==> config.mk <==
export PLATFORM = sky130hd
export DESIGN_NAME = shift_reg4_universal_flat
export DESIGN_NICKNAME = d
export VERILOG_FILES = /design/src/rtl/shift_reg4_universal_pkg.sv /design/src/rtl/shift_reg4_universal_if.sv /design/src/rtl/shift_reg4_universal_dff_r.sv /design/src/rtl/shift_reg4_universal.sv /design/src/flat_wrapper.sv
export SDC_FILE = /design/constraint.sdc
export NUM_CORES = 1
export LEC_CHECK = 0
export BUFFER_PORTS_ARGS = -buffer_cell sky130_fd_sc_hd__buf_2
export CORE_MARGIN = 3
export CORE_UTILIZATION = 35
export CTS_BUF_LIST = sky130_fd_sc_hd__clkbuf_8
export DETAILED_ROUTE_END_ITERATION = 8
export GPL_ROUTABILITY_DRIVEN = 0
export GPL_TIMING_DRIVEN = 0
export SETUP_SLACK_MARGIN = 0.3
export SLEW_MARGIN = 20
export SYNTH_ARGS = -nofsm -noshare
export SYNTH_HDL_FRONTEND = slang
export SYNTH_SLANG_ARGS = --single-unit
export TNS_END_PERCENT = 50
==> constraint.sdc <==
create_clock -name clk_i -period 2 [get_ports clk_i]
set_input_delay 0.1 -clock clk_i [delete_from_list [all_inputs] [get_ports clk_i]]
set_output_delay 0.1 -clock clk_i [all_outputs]
set_load 0.005 [all_outputs]
==> src/rtl/shift_reg4_universal_pkg.sv <==
// Shared types and constants for the 4-bit universal shift register.
package shift_reg4_universal_pkg;

  // Register width is fixed for this part.
  localparam int unsigned Width = 4;

  // Power event lines: Q[0..3] rise events, then S_OUT rise event.
  localparam int unsigned PwrBits = Width + 1;

  typedef enum logic [1:0] {
    ModeShr  = 2'b00,
    ModeShl  = 2'b01,
    ModeRot  = 2'b10,
    ModeLoad = 2'b11
  } modo_e;

  typedef enum logic [0:0] {
    StIdle   = 1'b0,
    StLoaded = 1'b1
  } load_st_e;

endpackage

==> src/rtl/shift_reg4_universal_if.sv <==
// Control, data and power-event bundle for the universal shift register.
interface shift_reg4_universal_if;
  import shift_reg4_universal_pkg::*;

  logic               enb;
  modo_e              modo;
  logic               s_in_r;
  logic               s_in_l;
  logic [Width-1:0]   d;
  logic [Width-1:0]   q;
  logic               s_out;
  logic               load_done;
  // One-cycle pulse per 0->1 transition, for the external power counters.
  logic [PwrBits-1:0] pwr_evt;

  modport master (
    output enb, modo, s_in_r, s_in_l, d,
    input  q, s_out, load_done, pwr_evt
  );

  modport slave (
    input  enb, modo, s_in_r, s_in_l, d,
    output q, s_out, load_done, pwr_evt
  );

endinterface

==> src/rtl/shift_reg4_universal_dff_r.sv <==
// Single D flip-flop with enable, async active-high clear and rise-event hook.
module shift_reg4_universal_dff_r (
  input  logic clk_i,
  input  logic rst_i,
  input  logic en_i,
  input  logic d_i,
  output logic q_o,
  output logic rise_o
);

  logic q_q;
  logic rise_q;

  // Capture on enabled edges; flag a rise only for a real 0->1 change.
  always_ff @(posedge clk_i or posedge rst_i) begin
    if (rst_i) begin
      q_q    <= 1'b0;
      rise_q <= 1'b0;
    end else begin
      rise_q <= en_i & d_i & ~q_q;
      if (en_i) begin
        q_q <= d_i;
      end
    end
  end

  assign q_o    = q_q;
  assign rise_o = rise_q;

endmodule

==> src/rtl/shift_reg4_universal.sv <==
// 4-bit universal shift register: shift right/left, rotate right, parallel load.
module shift_reg4_universal
  import shift_reg4_universal_pkg::*;
(
  input  logic                  clk_i,
  input  logic                  rst_i,
  shift_reg4_universal_if.slave bus
);

  logic [Width-1:0] q;
  logic [Width-1:0] q_d;
  logic [Width-1:0] q_rise;
  logic             s_out_q, s_out_d;
  logic             s_rise_q;
  load_st_e         st_q, st_d;

  // Per-bit next-state source selected by the operation; X mode poisons Q.
  always_comb begin
    q_d     = q;
    s_out_d = s_out_q;
    case (bus.modo)
      ModeShr: begin
        q_d     = {bus.s_in_r, q[Width-1:1]};
        s_out_d = q[0];
      end
      ModeShl: begin
        q_d     = {q[Width-2:0], bus.s_in_l};
        s_out_d = q[Width-1];
      end
      ModeRot: begin
        q_d     = {q[0], q[Width-1:1]};
        s_out_d = q[0];
      end
      ModeLoad: begin
        q_d     = bus.d;
        s_out_d = 1'b0;
      end
      default: begin
        q_d     = 'x;
        s_out_d = 1'bx;
      end
    endcase
  end

  for (genvar i = 0; i < Width; i++) begin : g_bit
    shift_reg4_universal_dff_r u_dff (
      .clk_i  (clk_i),
      .rst_i  (rst_i),
      .en_i   (bus.enb),
      .d_i    (q_d[i]),
      .q_o    (q[i]),
      .rise_o (q_rise[i])
    );
  end

  // Serial output register with its own rise-event flag.
  always_ff @(posedge clk_i or posedge rst_i) begin
    if (rst_i) begin
      s_out_q  <= 1'b0;
      s_rise_q <= 1'b0;
    end else begin
      s_rise_q <= bus.enb & s_out_d & ~s_out_q;
      if (bus.enb) begin
        s_out_q <= s_out_d;
      end
    end
  end

  // Load tracker state register.
  always_ff @(posedge clk_i or posedge rst_i) begin
    if (rst_i) begin
      st_q <= StIdle;
    end else begin
      st_q <= st_d;
    end
  end

  // Any edge without an enabled load returns the tracker to idle.
  always_comb begin
    st_d = StIdle;
    if (bus.enb && (bus.modo == ModeLoad)) begin
      st_d = StLoaded;
    end
  end

  assign bus.q         = q;
  assign bus.s_out     = s_out_q;
  assign bus.load_done = (st_q == StLoaded);
  assign bus.pwr_evt   = {s_rise_q, q_rise};

endmodule

==> src/flat_wrapper.sv <==
// flat-port wrapper written by rule: the top's interface ports become plain ports
module shift_reg4_universal_flat import shift_reg4_universal_pkg::*;
  (clk_i, rst_i, bus_enb, bus_modo, bus_s_in_r, bus_s_in_l, bus_d, bus_q, bus_s_out, bus_load_done, bus_pwr_evt);
  shift_reg4_universal_if bus_i ();
  input  logic clk_i;
  input  logic rst_i;
  input wire logic [$bits(bus_i.enb)-1:0] bus_enb;
  input wire logic [$bits(bus_i.modo)-1:0] bus_modo;
  input wire logic [$bits(bus_i.s_in_r)-1:0] bus_s_in_r;
  input wire logic [$bits(bus_i.s_in_l)-1:0] bus_s_in_l;
  input wire logic [$bits(bus_i.d)-1:0] bus_d;
  output wire logic [$bits(bus_i.q)-1:0] bus_q;
  output wire logic [$bits(bus_i.s_out)-1:0] bus_s_out;
  output wire logic [$bits(bus_i.load_done)-1:0] bus_load_done;
  output wire logic [$bits(bus_i.pwr_evt)-1:0] bus_pwr_evt;
  assign bus_i.enb = bus_enb;
  assign bus_i.modo = bus_modo;
  assign bus_i.s_in_r = bus_s_in_r;
  assign bus_i.s_in_l = bus_s_in_l;
  assign bus_i.d = bus_d;
  assign bus_q = bus_i.q;
  assign bus_s_out = bus_i.s_out;
  assign bus_load_done = bus_i.load_done;
  assign bus_pwr_evt = bus_i.pwr_evt;
  shift_reg4_universal u_core (.clk_i(clk_i), .rst_i(rst_i), .bus(bus_i));
endmodule
# Word level (Yosys, flattened, before mapping)
# Cells that the tools add are included.
[op_classes]
eq_ne = 3
n_mux = 3
n_bitwise = 15
reduce_logical = 3
[op_table]
columns = ["cell", "n"]
rows = [
  ["$pmux 4 s4", 1],
  ["$and 1x1->1", 10],
  ["$not 1->1", 5],
  ["$eq 2x2->1 const B", 2],
  ["$pmux 1 s3", 1],
  ["$eq 2x1->1 const B", 1],
  ["$logic_not 2->1", 1],
  ["$reduce_or 2->1", 1],
  ["$logic_and 1x1->1", 1],
  ["$mux 1", 1],
]
[word_totals]
ff_bits = 11
in_bits = 11
output_inout_bits = 11
wordCells = 35

# Longest topological paths before layout
# Gate-level depths: netlist (run 1).
[logic_depth]
ltp_word = 5
ltp_mapped = 4
ltp_nobuf = 3

# Modules after synthesis
# From an unflattened synthesis (run 1), not the netlist that was laid out.
[hier_totals]
hier_cells = 44
area_unflattened_um2 = 538.0
[by_module_without_submodules]
columns = ["mod", "n_inst", "cells_each", "area_per_inst_um2", "seq_area_each_um2"]
rows = [
  ["shift_reg4_universal_dff_r", 4, 5, 78.8, 50.0],
  ["shift_reg4_universal", 1, 24, 222.7, 75.1],
]

# Worst setup path before layout (run 1)
# OpenSTA, ideal clock, no wires.
[synth_timing]
path_type = "reg2reg"
start = "register u_core.g_bit[0].u_dff.q_q"
end = "register u_core.g_bit[3].u_dff.q_q"
setup_ps = 125
arrival_ps = 1104
t_required_ps = 1875
slack_ps = 771
path_stages_with_launch = 3
path_buffers = 0
period_less_slack_ps = 1229
cell_sequence = "dfrtp_1 mux4_2 mux2_4"
[synth_between]
elab_chain_cells = 1
[synth_rtl]
columns = ["item", "line_no", "text"]
rows = [
  ["start: declaration", "shift_reg4_universal_dff_r.sv:11", "logic q_q;"],
  ["start signal: assignment", "shift_reg4_universal_dff_r.sv:22", "q_q <= d_i;"],
  ["$pmux 4 s4", "shift_reg4_universal.sv:21", "case (bus.modo)"],
  ["end signal: assignment", "shift_reg4_universal_dff_r.sv:22", ""],
  ["end: declaration", "shift_reg4_universal_dff_r.sv:11", ""],
]
# No other way between the ends.
# A chain may end at the register's enable or synchronous reset.

# Final worst setup path (run 1)
# Ends and elaborated chain as after synthesis.

==> qor.yml, run 1 <==
floorplan:
  die_w_um: 45.9
  fp-row-count: 13
  dieHeight_um: 45.9
  start_util: 0.398
  dieArea_um2: 2110
  coreArea_um2: 1400
  io_pins: 22
critical_path:
  endpoint_kind: "flip-flop"
  r2r-end: "u_core.g_bit[3].u_dff.q_o$_DFFE_PP0P_"
  crit_slowest_cell: "mux4_2"
  cp.required_ps: 2120
  criticalPathCategory: "flip-flop to flip-flop"
  crit_start: "u_core.g_bit[0].u_dff.q_o$_DFFE_PP0P_"
  r2r_slack_ps: 710
  crit_chain: "mux4_2 > mux2_4"
  cp_max_fo: 6
  reg2reg_from: "u_core.g_bit[0].u_dff.q_o$_DFFE_PP0P_"
  path_buf_inv: 0
  cp.depth: 2
  cp_top_family: "multiplexers"
  cp-start-kind: "flip-flop"
  slowest_delay_ps: 480
  setup.worst_path.end: "u_core.g_bit[3].u_dff.q_o$_DFFE_PP0P_"
  cp_data_arrival_time_ps: 1410
  r2r_cells: 2
cells_and_area:
  utilization: 0.519
  final_area_um2: 726
  fin_nets: 84
  insertedDiodeCount: 0
  syn2layout_area_growth_pct: 30.3
  drive_gt1_frac: 0.514
drt:
  drtIter0Drc: 2
  routed_via_density: 4.60
  ant_nets: 0
  wire_per_inst_um: 12.0
  drcViolationCount: 0
  drtPass1Iterations: 3
  drt_wl_total_um: 1040
  vias: 400
place:
  placed_area_um2: 671
  port_buffers: 19
sta:
  fmax_mhz: 774
  tightest_slew_ps: 424
  hold_viol: 0
  clock_skew_ps: 2.60
  fin_hold_ws_ps: 150
  post-route-period-util: 0.646
  finalSetupViolCount: 0
  setup_tns_ps: 0
  period_needed_ps: 1290
  relSlewSlack: 0.717
  grt_setup_unrepaired: "false"
  report.final.slew_viol_count: 0
clock_network:
  cts_max_level: 1
  insertion_delay_ps: 230
  root_buffer: "clkbuf_8"
  path_clk_slew_ps: 50
  clockBufferDepth: 2
  tritoncts: "built"
  cts.sinks: 11
  cts_buffers: 3
  post_cts_buffers: 0
yosys:
  synth_area_leaders: "dfrtp_1 49%, buf_4 12%, mux2i_1 7.2%"
  synth-seq-area-share: 0.494
  synth_top_cell_area_share: 0.494
  yosysMostFrequentCell: "dfrtp_1"
  async_flop_share: 1.00
  ys_top_cells_by_count: "11 x dfrtp_1, 9 x buf_4, 4 x a21oi_1, 4 x mux2i_1"
  ys_warn_count: 0
  ys.flop_type: "dfrtp_1"
  synth_edf_count: 0
  synth_cell_type_count: 17
  yosysTopAreaCell: "dfrtp_1"
  syn_area_um2: 557
  synth-seq-cells: 11
  postSynthAreaPerCell_um2: 11.6
  synth_cells: 48
  syn_nets: 59
min_path:
  hold_path.class: "input pin to flip-flop"
pwr:
  cellPowerDensity_nw_per_um2: 842
  ir_drop_mv: 0.447
  p_leak_nw: 0.414
global_route:
  overflow: 0
  grt_max_degree: 12
  grt_pass1_vias: 360
  antenna_found_initial: 0
  grt_pass1_wl_um: 1680
  grt_usage: 0.114
job:
  cap_violations: 0
outcome:
  status: "finished clean"
## registers in the layout, summed over array words and instances (netlist names)
name	flops
u_core.bus.load_done	1
u_core.bus.s_out	1
u_core.g_bit.u_dff.q_o	4
u_core.g_bit.u_dff.rise_o	4
u_core.s_rise_q	1
## worst register-to-register path, delay by kind of cell, from the launching register on
| family | cells | cell delay [ps] |
|---|---|---|
| mux | 2 | 750 |
| flops | 1 | 430 |
## cell usage in the layout, fill, tap and decap left out
cell / n
a21o_1: 3
a21oi_1: 4
and2b_2: 1
and3_2: 1
buf_2: 19
buf_4: 9
buf_6: 1
clkbuf_1: 1
clkbuf_8: 3
dfrtp_1: 11
dlygate4sd3_1: 1
inv_1: 3
mux2_4: 1
mux2i_1: 4
mux4_2: 1
nor2_1: 1
nor2b_1: 3
nor3_1: 1
nor3b_2: 1
o21ai_0: 3
## power by group
group	internal (mW)	switching, mW	leakage [nW]	total (mW)
clock network	0.134	0.0795	0.0269	0.214
logic	0.0818	0.0459	0.246	0.128
registers	0.248	0.0214	0.141	0.270
total	0.465	0.147	0.414	0.611
## cells by family after synthesis
kind of cell | Yosys count | synth area share
flops | 11 | 0.494
simple gates | 8 | 0.101
mux | 6 | 0.139
buf+inv | 13 | 0.162
compound gates | 10 | 0.103
## area by class of cell
| type | instances | area (um2) |
|---|---|---|
| fillers | 134 | 673 |
| flip-flops and latches | 11 | 275 |
| multi-input cells | 24 | 191 |
| repair buffers | 20 | 105 |
| plain buffers | 11 | 82.6 |
| clock buffers | 3 | 41.3 |
| well taps | 15 | 18.8 |
| inverters | 2 | 7.51 |
| clock inverters | 1 | 3.75 |
## metal layers
metal | track usage | part of all wire | vias to the layer above
met4 | 0.0170 | 0 | 0
met1 | 0.150 | 0.43 | 189
li1 | - | - | 199
met3 | 0.0514 | 0.071 | 0
met2 | 0.173 | 0.50 | 12
met5 | 0 | 0 | -
## worst min-delay path by stage
stage                     cells after the start  slack (ps)                                     to  startpoint
after detailed placement                      2         120  u_core.g_bit[3].u_dff.q_o$_DFFE_PP0P_       rst_i
after CTS                                     2         150           u_core.bus.s_out$_DFFE_PP0P_     bus_enb
after global routing                          2         180           u_core.bus.s_out$_DFFE_PP0P_     bus_enb
after global placement                        2         110              u_core.s_rise_q$_DFF_PP0_       rst_i
final                                         2         150           u_core.bus.s_out$_DFFE_PP0P_     bus_enb
after floorplan                               1         -50         u_core.bus.load_done$_DFF_PP0_       rst_i
## metrics by stage
stage / cells / total power, mW / worst slack [ps]
floorplan: 48 / 0.356 / 771
CTS: 87 / 0.621 / 711
detailed placement: 82 / 0.402 / 719
global route: 87 / 0.650 / 674
finish: 87 / 0.611 / 708
global placement: 82 / 0.400 / 729
## repair_timing
action	CTS	global route
hold buffers	1	0
gates resized for setup	0	0
endpoints found under the hold margin	11	0
No activity file was read; power rests on OpenSTA's default activity.
==> run 2, diff against run 1 <==
==> constraint.sdc (replaced) <==
create_clock -name clk_i -period 1.2 [get_ports clk_i]
set_input_delay 0.06 -clock clk_i [delete_from_list [all_inputs] [get_ports clk_i]]
set_output_delay 0.06 -clock clk_i [all_outputs]
set_load 0.005 [all_outputs]
==> run 2 against run 1 <==
Against the previous run:
- the flow now finishes with violations (setup timing)
- global-route usage up 0.81 points
- routed wire length up 8.6%
- clock-buffer cell count stayed put
- combinational power up 150%
- non-clock buffer count up 5
- core utilization up 7.2 points
- via count rose by 4.3%
- critical path type unchanged
- largest cell class is now non-clock buffers
==> qor.yml, run 2 (synthesized netlist as in run 1, its figures left out) <==
outcome:
  status: "finished with violations"
  violations: "setup timing"
sta:
  fmax_mhz: 815
  grt_setup_unrepaired: "true"
  post-route-period-util: 1.02
  relSlewSlack: 0.715
  tightest_slew_ps: 427
  period_needed_ps: 1230
  report.final.slew_viol_count: 0
  finalSetupViolCount: 1
  fin_ws_ps: -27.6
  clock_skew_ps: 3.01
  hold_viol: 0
drt:
  wire_per_inst_um: 12.3
  wl_met1_um: 478
  drtPass1Iterations: 4
  ant_nets: 0
  drt_wl_total_um: 1130
  top_layer_used: "met3"
  vias: 417
  wl_met2_um: 574
  drcViolationCount: 0
  drtIter0Drc: 4
  wl_met3_um: 78
  routed_via_density: 4.53
clock_network:
  tritoncts: "built"
  path_clk_slew_ps: 50
  insertion_delay_ps: 230
  cts_max_level: 1
  clockBufferDepth: 2
  cts_buffers: 3
  cts.sinks: 11
  root_buffer: "clkbuf_8"
cells_and_area:
  multi_input_area_um2: 198
  regArea_um2: 275
  insertedDiodeCount: 0
  final_common_cell: "buf_2"
  nFillCells: 129
  most-common-layout-cells: "13 x buf_2, 12 x buf_6, 11 x dfrtp_1"
  fin_nets: 89
  utilization: 0.590
  syn2layout_area_growth_pct: 48.3
  drive_gt1_frac: 0.571
floorplan:
  fp-row-count: 13
  coreArea_um2: 1400
  die_w_um: 45.9
  io_pins: 22
  dieArea_um2: 2110
  dieHeight_um: 45.9
  start_util: 0.398
pwr:
  p_total_mw: 1.12
  seqPwrFrac: 0.395
  switching_share: 0.242
  cellPowerDensity_nw_per_um2: 1350
  p_comb_frac: 0.283
  net-switching-power_mw: 0.271
  p_clk_frac: 0.322
  ir_drop_mv: 0.815
  p_int_mw: 0.848
  p_leak_nw: 0.451
global_route:
  grt_pass1_vias: 409
  antenna_found_initial: 0
  grt_max_degree: 12
  grt_pass1_wl_um: 1820
  grt_usage: 0.122
  overflow: 0
job:
  cap_violations: 0
critical_path:
  r2r_cells: 2
  criticalPathCategory: "flip-flop to flip-flop"
  cp_max_fo: 2
  cp_data_arrival_time_ps: 1340
  endpoint_kind: "flip-flop"
  cp-start-kind: "flip-flop"
  cp.required_ps: 1320
min_path:
  hold_path.class: "input pin to flip-flop"
  worstHoldPathCells: 2
place:
  port_buffers: 19
run 2: final timing paths:
| kind | from | endpoint | slack (ps) |
|---|---|---|---|
| max in group asynchronous | rst_i | u_core.g_bit[2].u_dff.q_o$_DFFE_PP0P_ | 540 |
| min in group asynchronous | rst_i | u_core.g_bit[0].u_dff.rise_o$_DFF_PP0_ | 360 |
| min reg2reg | u_core.bus.s_out$_DFFE_PP0P_ | u_core.s_rise_q$_DFF_PP0_ | 450 |
| min | bus_enb | u_core.bus.s_out$_DFFE_PP0P_ | 110 |
| max | u_core.g_bit[0].u_dff.q_o$_DFFE_PP0P_ | u_core.g_bit[3].u_dff.q_o$_DFFE_PP0P_ | -30 |
| max reg2reg | u_core.g_bit[0].u_dff.q_o$_DFFE_PP0P_ | u_core.g_bit[3].u_dff.q_o$_DFFE_PP0P_ | -30 |
run 2: routing by layer:
metal	track usage	vias up
met4	0.0170	0
li1	-	210
met1	0.152	195
met5	0	-
met2	0.198	12
met3	0.0514	0
run 2: layout make-up:
cell class / count / share of cell area
Tap cell: 15 / 0.0227
Multi-Input combinational cell: 24 / 0.239
Clock buffer: 3 / 0.0500
Inverter: 2 / 0.00909
Sequential cell: 11 / 0.333
Timing Repair Buffer: 25 / 0.223
Clock inverter: 1 / 0.00455
Buffer: 11 / 0.118
run 2: worst max-delay path: stages, from the launching register on:
cell and delay [ps]:
dfrtp_1 380, mux4_2 460, mux2_4 260
run 2: power groups by stage:
stage | registers, mW | clock network, mW | logic, mW
6_report | 0.441 | 0.360 | 0.317
4_1_cts | 0.440 | 0.367 | 0.285
3_5_place_dp | 0.456 | 0 | 0.214
2_1_floorplan | 0.448 | 0 | 0.145
3_3_place_gp | 0.455 | 0 | 0.211
5_1_grt | 0.448 | 0.389 | 0.349
run 2: stage by stage:
stage / cells / worst slack [ps] / area, um2 / TNS (ps) / hold slack [ps]
2_1_floorplan: 48 / -29.4 / 557 / -29.4 / -87.6
6_report: 92 / -27.6 / 826 / -27.6 / 114
5_1_grt: 92 / -63.7 / 826 / -168 / 138
3_3_place_gp: 82 / -70.9 / 671 / -70.9 / 67.5
3_5_place_dp: 82 / -81.3 / 671 / -81.3 / 82.5
4_1_cts: 91 / -22.7 / 776 / -22.7 / 110
run 2: timing repair:
item	4_1_cts	5_1_grt
pin swaps	3	1
hold endpoints to repair	11	0
setup buffers	4	1
resized for setup	7	13
hold buffers	1	0
setup endpoints to repair	14	18
==> run 3, diff against run 2 <==
==> constraint.sdc (replaced) <==
create_clock -name clk_i -period 1.05 [get_ports clk_i]
set_input_delay 0.0525 -clock clk_i [delete_from_list [all_inputs] [get_ports clk_i]]
set_output_delay 0.0525 -clock clk_i [all_outputs]
set_load 0.005 [all_outputs]
==> run 3 against run 2 <==
Against the previous run:
- the flow still finishes with violations (setup timing)
- non-clock buffer count fell by 2
- register-to-register slack got worse by 140 ps
- cell area grew 3.6%
- power increased by 16%
- sequential power rose by 16%
- largest cell class unchanged
- highest routed layer unchanged
==> qor.yml, run 3 (synthesized netlist as in run 1, its figures left out) <==
clock_network:
  insertion_delay_ps: 240
  cts_max_level: 1
  cts_buffers: 3
  tritoncts: "built"
  cts.sinks: 11
  clockBufferDepth: 2
  root_buffer: "clkbuf_8"
  path_clk_slew_ps: 50
floorplan:
  dieHeight_um: 45.9
  start_util: 0.398
  coreArea_um2: 1400
  dieArea_um2: 2110
  die_w_um: 45.9
  fp-row-count: 13
  io_pins: 22
sta:
  finalSetupViolCount: 4
  fin_ws_ps: -172
  clock_skew_ps: 4.15
  grt_setup_unrepaired: "true"
  tightest_slew_ps: 537
  hold_viol: 0
  fin_hold_ws_ps: 112
  post-route-period-util: 1.16
  relSlewSlack: 0.642
  period_needed_ps: 1220
  report.final.slew_viol_count: 0
  fmax_mhz: 818
drt:
  ant_nets: 0
  drtPass1Iterations: 3
  drt_wl_total_um: 1140
  vias: 430
  drtIter0Drc: 2
  routed_via_density: 4.78
  wire_per_inst_um: 12.6
  drcViolationCount: 0
cells_and_area:
  final_area_um2: 856
  regArea_um2: 277
  most-common-layout-cells: "15 x buf_6, 12 x buf_2, 10 x dfrtp_1"
  final_common_cell: "buf_6"
  nFillCells: 132
  fin_nets: 87
  drive_gt1_frac: 0.640
  syn2layout_area_growth_pct: 53.7
  multi_input_area_um2: 224
  insertedDiodeCount: 0
min_path:
  hold_path.class: "input pin to flip-flop"
outcome:
  violations: "setup timing"
  status: "finished with violations"
critical_path:
  cp_data_arrival_time_ps: 1340
  criticalPathCategory: "flip-flop to flip-flop"
  cp.required_ps: 1170
  endpoint_kind: "flip-flop"
  cp-start-kind: "flip-flop"
  cp_max_fo: 2
pwr:
  p_leak_nw: 0.437
  seqPwrFrac: 0.396
  net-switching-power_mw: 0.322
  p_clk_frac: 0.315
  ir_drop_mv: 1.15
  cellPowerDensity_nw_per_um2: 1520
  switching_share: 0.248
  p_comb_frac: 0.289
  p_int_mw: 0.975
global_route:
  grt_usage: 0.123
  grt_pass1_vias: 426
  antenna_found_initial: 0
  grt_pass1_wl_um: 1840
  overflow: 0
  grt_max_degree: 12
place:
  dpl_worst_slack_ps: -226
  port_buffers: 19
  placed_area_um2: 671
job:
  cap_violations: 0
[run 3: layer usage]
metal	routed length, um	global-route usage
met4	0	0.0170
met5	0	0
met1	434	0.133
met2	603	0.214
met3	100	0.0672
[run 3: repair_timing]
action	4_1_cts	5_1_grt
resized for setup	19	11
setup endpoints to repair	21	32
pin swaps	3	2
setup buffers	3	0
hold buffers	1	0
endpoints found under the hold margin	11	0
[run 3: final cells by class]
| cell class | count | area share |
|---|---|---|
| flip-flops and latches | 11 | 0.323 |
| multi-input cells | 24 | 0.262 |
| repair buffers | 23 | 0.200 |
| plain buffers | 11 | 0.127 |
| clock buffers | 3 | 0.0482 |
| well taps | 15 | 0.0219 |
| inverters | 2 | 0.0132 |
| clock inverters | 1 | 0.00439 |
[run 3: worst max-delay path, cell delays in order (launching register included)]
cell and delay, ps:
dfrtp_1 370, mux4_2 470, mux2_4 270
[run 3: stage by stage]
step | power [mW] | cells | utilization | TNS, ps
2_1_floorplan | 0.678 | 48 | - | -256
3_3_place_gp | 0.763 | 82 | 0.479 | -357
3_5_place_dp | 0.768 | 82 | 0.479 | -356
4_1_cts | 1.28 | 90 | 0.585 | -279
5_1_grt | 1.37 | 90 | 0.612 | -483
6_report | 1.30 | 90 | 0.612 | -270
[run 3: worst paths after layout]
kind                                                       startpoint                                     to  slack [ps]  depth (start not counted)
worst max register to register  u_core.g_bit[2].u_dff.q_o$_DFFE_PP0P_  u_core.g_bit[3].u_dff.q_o$_DFFE_PP0P_        -170                          2
worst max-delay path            u_core.g_bit[2].u_dff.q_o$_DFFE_PP0P_  u_core.g_bit[3].u_dff.q_o$_DFFE_PP0P_        -170                          2
max in group asynchronous                                       rst_i  u_core.g_bit[1].u_dff.q_o$_DFFE_PP0P_         530                          3
min in group asynchronous                                       rst_i              u_core.s_rise_q$_DFF_PP0_         310                          3
worst min register to register           u_core.bus.s_out$_DFFE_PP0P_              u_core.s_rise_q$_DFF_PP0_         470                          1
worst min-delay path                                          bus_enb           u_core.bus.s_out$_DFFE_PP0P_         110                          2
[run 3: power groups by stage]
stage	Combinational (mW)	Sequential [mW]	Clock [mW]
after floorplan	0.166	0.512	0
after global placement	0.241	0.522	0
after detailed placement	0.245	0.523	0
after CTS	0.350	0.510	0.420
after global routing	0.410	0.519	0.440
final	0.375	0.513	0.409
